[config.mk]
export PLATFORM = sky130hd
export DESIGN_NAME = fadd_issue_arbiter
export DESIGN_NICKNAME = d
export VERILOG_FILES = /design/src/rtl/fadd_issue_arbiter.sv
export SDC_FILE = /design/constraint.sdc
export NUM_CORES = 1
export LEC_CHECK = 0
export CORE_AREA = 2 2 160 162
export DETAILED_ROUTE_END_ITERATION = 10
export DIE_AREA = 0 0 162 164
export SLEW_MARGIN = 10
export SYNTH_ARGS = -nofsm -noshare
export SYNTH_HDL_FRONTEND = slang
export SYNTH_SLANG_ARGS = --single-unit
[constraint.sdc]
create_clock -name clk -period 6.3 [get_ports clk]
set_clock_uncertainty 0.15 [all_clocks]
set_input_delay 1.26 -clock clk [delete_from_list [all_inputs] [get_ports clk]]
set_output_delay 1.26 -clock clk [all_outputs]
set_load 0.05 [all_outputs]
[src/rtl/fadd_issue_arbiter.sv]
// fadd_issue_arbiter: round-robin issue of NREQ requesters onto one shared
// pipelined FP add/sub unit, with ID tagging and in-order response return.
module fadd_issue_arbiter #(
  parameter int NREQ    = 4,
  parameter int LAT     = 5,
  parameter int MAX_OUT = 3,
  parameter int IDW     = 2
) (
  input  logic                     clk,
  input  logic                     rst,
  input  logic [NREQ-1:0]          req_valid,
  output logic [NREQ-1:0]          req_ready,
  input  logic [32*NREQ-1:0]       req_a,
  input  logic [32*NREQ-1:0]       req_b,
  input  logic [NREQ-1:0]          req_op,
  output logic [31:0]              fadd_a,
  output logic [31:0]              fadd_b,
  output logic                     fadd_op,
  input  logic [31:0]              fadd_result,
  output logic                     rsp_valid,
  output logic [IDW-1:0]           rsp_id,
  output logic [31:0]              rsp_data,
  input  logic                     drain,
  output logic                     idle,
  output logic [$clog2(LAT+2)-1:0] busy_cnt
);

  localparam int SW = IDW + 1;
  localparam int CW = $clog2(MAX_OUT + 1);
  localparam int BW = $clog2(LAT + 2);

  typedef struct packed {
    logic           vld;
    logic [IDW-1:0] id;
  } tag_t;

  logic [IDW-1:0]  ptr_q, ptr_d;
  tag_t            tag_q [LAT];
  tag_t            tag_d [LAT];
  logic [CW-1:0]   cnt_q [NREQ];
  logic [CW-1:0]   cnt_d [NREQ];
  logic [BW-1:0]   busy_q, busy_d;
  logic [31:0]     a_q, a_d;
  logic [31:0]     b_q, b_d;
  logic            op_q, op_d;
  logic            rsp_valid_q, rsp_valid_d;
  logic [IDW-1:0]  rsp_id_q, rsp_id_d;
  logic [31:0]     rsp_data_q, rsp_data_d;

  logic [NREQ-1:0] ret_hit;
  logic [NREQ-1:0] elig;
  logic [NREQ-1:0] rdy;
  logic            grant;
  logic [IDW-1:0]  win;
  logic [SW-1:0]   pos;
  logic            pipe_any;

  // A response leaving this cycle frees its slot for a grant this cycle.
  always_comb begin
    ret_hit = '0;
    elig    = '0;
    for (int i = 0; i < NREQ; i++) begin
      ret_hit[i] = rsp_valid_q && (rsp_id_q == IDW'(i));
      elig[i]    = req_valid[i] && !drain && !rst &&
                   ((cnt_q[i] - CW'(ret_hit[i])) < CW'(MAX_OUT));
    end
  end

  always_comb begin
    grant = 1'b0;
    win   = '0;
    pos   = '0;
    for (int off = 0; off < NREQ; off++) begin
      pos = {1'b0, ptr_q} + SW'(off);
      if (pos >= SW'(NREQ)) pos = pos - SW'(NREQ);
      if (!grant && elig[pos[IDW-1:0]]) begin
        grant = 1'b1;
        win   = pos[IDW-1:0];
      end
    end
  end

  always_comb begin
    rdy  = '0;
    a_d  = '0;
    b_d  = '0;
    op_d = 1'b0;
    if (grant) rdy[win] = 1'b1;
    for (int i = 0; i < NREQ; i++) begin
      if (rdy[i]) begin
        a_d  = req_a[32*i +: 32];
        b_d  = req_b[32*i +: 32];
        op_d = req_op[i];
      end
    end
  end

  always_comb begin
    tag_d[0].vld = grant;
    tag_d[0].id  = win;
    for (int j = 1; j < LAT; j++) tag_d[j] = tag_q[j-1];
    rsp_valid_d = tag_q[LAT-1].vld;
    rsp_id_d    = tag_q[LAT-1].id;
    rsp_data_d  = fadd_result;
    pipe_any    = 1'b0;
    for (int j = 0; j < LAT; j++) pipe_any = pipe_any | tag_q[j].vld;
  end

  always_comb begin
    for (int i = 0; i < NREQ; i++)
      cnt_d[i] = cnt_q[i] + CW'(rdy[i]) - CW'(ret_hit[i]);
    busy_d = busy_q + BW'(grant) - BW'(rsp_valid_q);
    ptr_d  = ptr_q;
    if (grant)
      ptr_d = (win == IDW'(NREQ - 1)) ? '0 : win + 1'b1;
  end

  always_ff @(posedge clk) begin
    if (rst) begin
      ptr_q       <= '0;
      busy_q      <= '0;
      a_q         <= '0;
      b_q         <= '0;
      op_q        <= 1'b0;
      rsp_valid_q <= 1'b0;
      rsp_id_q    <= '0;
      rsp_data_q  <= '0;
      for (int j = 0; j < LAT; j++) tag_q[j] <= '0;
      for (int i = 0; i < NREQ; i++) cnt_q[i] <= '0;
    end else begin
      ptr_q       <= ptr_d;
      busy_q      <= busy_d;
      a_q         <= a_d;
      b_q         <= b_d;
      op_q        <= op_d;
      rsp_valid_q <= rsp_valid_d;
      rsp_id_q    <= rsp_id_d;
      rsp_data_q  <= rsp_data_d;
      tag_q       <= tag_d;
      cnt_q       <= cnt_d;
    end
  end

  assign req_ready = rdy;
  assign fadd_a    = a_q;
  assign fadd_b    = b_q;
  assign fadd_op   = op_q;
  assign rsp_valid = rsp_valid_q;
  assign rsp_id    = rsp_id_q;
  assign rsp_data  = rsp_data_q;
  assign busy_cnt  = busy_q;
  assign idle      = (busy_q == '0) && !pipe_any;

endmodule

==> results.ini <==
[run_status]
status = finished clean

[synthesis]
ys_types = 43
netlist_area_mm2 = 0.005822
synthAdderAreaFrac = 0.02493
ys.flop_type = dfxtp_1
synth.area.top_cells = dfxtp_1 (44%), o2bb2ai_1 (9.3%), a211oi_1 (8.4%), and3_1 (6.9%), nor2b_1 (5.7%)
synth.area.mux_share = 0.006877
syn_avg_cell_area_um2 = 8.902
synthSimpleGateAreaFrac = 0.1969
ys_seq_area_frac = 0.4401
synth_top_family_by_area = compound AO/OA/AOI/OAI gates
synth-xor-area-share = 0.01805
syn_inst = 654
synth-edff-count = 0
yosysWarnings = 0
synth_seq_cells = 128
async_flop_share = 0
synth_compound_area_frac = 0.2641
synth_top_area_frac = 0.4401
yosysTopAreaCell = dfxtp_1
synth_nets = 964

[clocking]
cts_hold_buf = 0
clock_latency_ns = 0.41
cts.sinks = 128
cts_resized = 0
cts_tree = done
htreeDepth = 4
root_buffer = clkbuf_16
path_clk_slew_ns = 0.06
cts_setup_buffers = 0
cts_max_path_buffers = 2
cts_made_buffers = 17

[worst_setup_path]
critical_path_arrival_ns = 3.90
cp-end-kind = primary output
crit_fanout = 6
criticalPathCategory = input port to primary output
cp-start-kind = input port
required_ns = 4.89

[power]
power_leakage_nw = 4.082
internal_power_w = 0.001689
comb_power_share = 0.238
ir_drop_uv = 120.4
switching_power_w = 0.0006871
p_per_area_mw_per_mm2 = 221.8
power_frac_clock = 0.399
seqPwrFrac = 0.363
switching_share = 0.2891

[grt]
gr-usage-all-layers = 0.1731
grt_pass1_vias = 6324
grt_max_degree = 71
antenna_found_initial = 1
grt_pass1_wl_um = 35420
globalRouteOverflowTotal = 0

[sta]
relSlewSlack = 0.3947
rsz0062_at_grt = false
max_freq_mhz = 188.4
fin_crit_ns = 5.309
post-route-period-util = 0.8427
hold_viol = 0
maxSlewViolCount = 0
timing_worst_slew_pin_value_ns = 0.9059
fin_setup_tns_ns = 0
report.final.setup_viol = 0

[route]
drc = 0
via_count = 6346
postRouteAntennaNets = 0
drt_first_pass_iters = 4
drtIter0Drc = 241
routed_wl_um = 24020
viasPerCell = 4.639
wl_per_cell_um = 17.56

[finish]
final_layout_size_suffix_gt1_frac = 0.05299
design_area_mm2 = 0.01071
nets = 1335
antennaDiodeCount = 0
areaGrowthSynthToFinish_pct = 84.03

[floorplan]
die-area_mm2 = 0.02657
row_count = 58
start_util = 0.2346
die_w_um = 162
pin_count = 407
core_mm2 = 0.02482
fp.dieH_um = 164

[placement]
post_dp_cell_area_mm2 = 0.01015
gp_congestion = 0.8086
port_buffers = 406
dp.final_hpwl_um = 17060

[hold_path]
hp-class = register to register

[flow_run]
cap_violations = 0

## metrics by stage
| stage | setup slack (ns) | util | total power (W) | std cells | hold slack (ns) |
|---|---|---|---|---|---|
| after global routing | 0.8110 | 0.4317 | 0.002481 | 1368 | 0.3058 |
| after CTS | 0.9766 | 0.4317 | 0.002417 | 1368 | 0.2906 |
| after detailed placement | 0.9762 | 0.4092 | 0.001449 | 1336 | 0.2766 |
| after floorplan | 1.155 | - | 0.001150 | 654 | 0.2638 |
| final | 0.9913 | 0.4317 | 0.002376 | 1368 | 0.2860 |
| after global placement | 1.020 | 0.4092 | 0.001448 | 1336 | 0.2689 |
## worst max-delay path: stages
cell             delay (ns)
clkdlybuf4s50_1        0.42
a21boi_0               0.13
mux2i_1                0.41
nor2_1                 0.12
o211a_1                0.28
inv_1                  0.10
ha_2                   0.18
and2_1                 0.16
clkdlybuf4s50_1        0.84
## cells in the mapped netlist, types with 3 or more instances
cell type / count
mux2i_1: 4
nor2_1: 77
xor2_1: 6
o22ai_1: 3
o21a_1: 3
ha_1: 10
dfxtp_1: 128
a21oi_1: 65
a21boi_0: 3
o2bb2ai_1: 62
buf_2: 6
xnor2_1: 6
inv_1: 8
a211oi_1: 65
and3_1: 64
nand2_1: 4
a22oi_1: 3
clkbuf_1: 52
buf_1: 3
nor2b_1: 53
## cells in the final DEF, fill, tap and decap left out, drive strengths merged, types with 4 or more instances in the layout
| cell | count |
|---|---|
| a211oi | 65 |
| a21oi | 65 |
| and3 | 64 |
| buf | 13 |
| clkbuf | 18 |
| clkdlybuf4s50 | 402 |
| clkinv | 7 |
| dfxtp | 128 |
| ha | 10 |
| inv | 13 |
| mux2i | 4 |
| nand2 | 4 |
| nor2 | 77 |
| nor2b | 53 |
| o2bb2ai | 62 |
| xnor2 | 6 |
| xor2 | 6 |
## registers in the layout, summed over array words and instances (netlist names), 2 cells and up
register	flops
busy_cnt	3
cnt_q	8
fadd_a	32
fadd_b	32
ptr_q	2
rsp_data	32
rsp_id	2
rsp_id_d	2
tag_d	12
## power groups by stage
stage	Combinational [W]	Sequential, W	Clock, W
after floorplan	0.000145	0.00101	0
after global placement	0.000568	0.000880	0
after detailed placement	0.000569	0.000880	0
after CTS	0.000572	0.000862	0.000982
after global routing	0.000602	0.000866	0.00101
final	0.000567	0.000862	0.000947
## metal layers
| layer | vias to the layer above | global-route usage | wire [um] |
|---|---|---|---|
| met5 | - | 0 | 13 |
| met3 | 23 | 0.05808 | 2199 |
| met2 | 297 | 0.3031 | 11730 |
| li1 | 3111 | - | - |
| met4 | 2 | 0.05109 | 357 |
| met1 | 2913 | 0.2006 | 9711 |
## final timing paths
kind	to	from	slack (ns)	cells after the start
worst max register to register	fadd_b[25]$_SDFF_PP0_	rsp_valid$_SDFF_PP0_	2.55	10
worst max-delay path	req_ready[2]	req_valid[3]	0.99	9
worst min-delay path	tag_d[1]$_SDFF_PP0_	tag_d[4]$_SDFF_PP0_	0.29	1
worst min register to register	tag_d[1]$_SDFF_PP0_	tag_d[4]$_SDFF_PP0_	0.29	1
## kinds of logic after synthesis
| kind of cell | after synthesis |
|---|---|
| multiplexers | 4 |
| buffers and inverters | 71 |
| XOR/XNOR | 12 |
| flip-flops | 128 |
| AO/OA/AOI/OAI | 215 |
| adder cells (fa/ha/maj) | 11 |
| AND/OR/NAND/NOR | 213 |
## cell type report
cell class                 count  area (um^2)
fill                        2518        14100
timing repair buffer         415         4156
multi-input combinational    455         2993
sequential                   128         2562
clock buffer                  18        429.2
tap                          330        412.9
clock inverter                14        130.1
inverter                       8        30.03
Power figures use the tool's default switching activity.
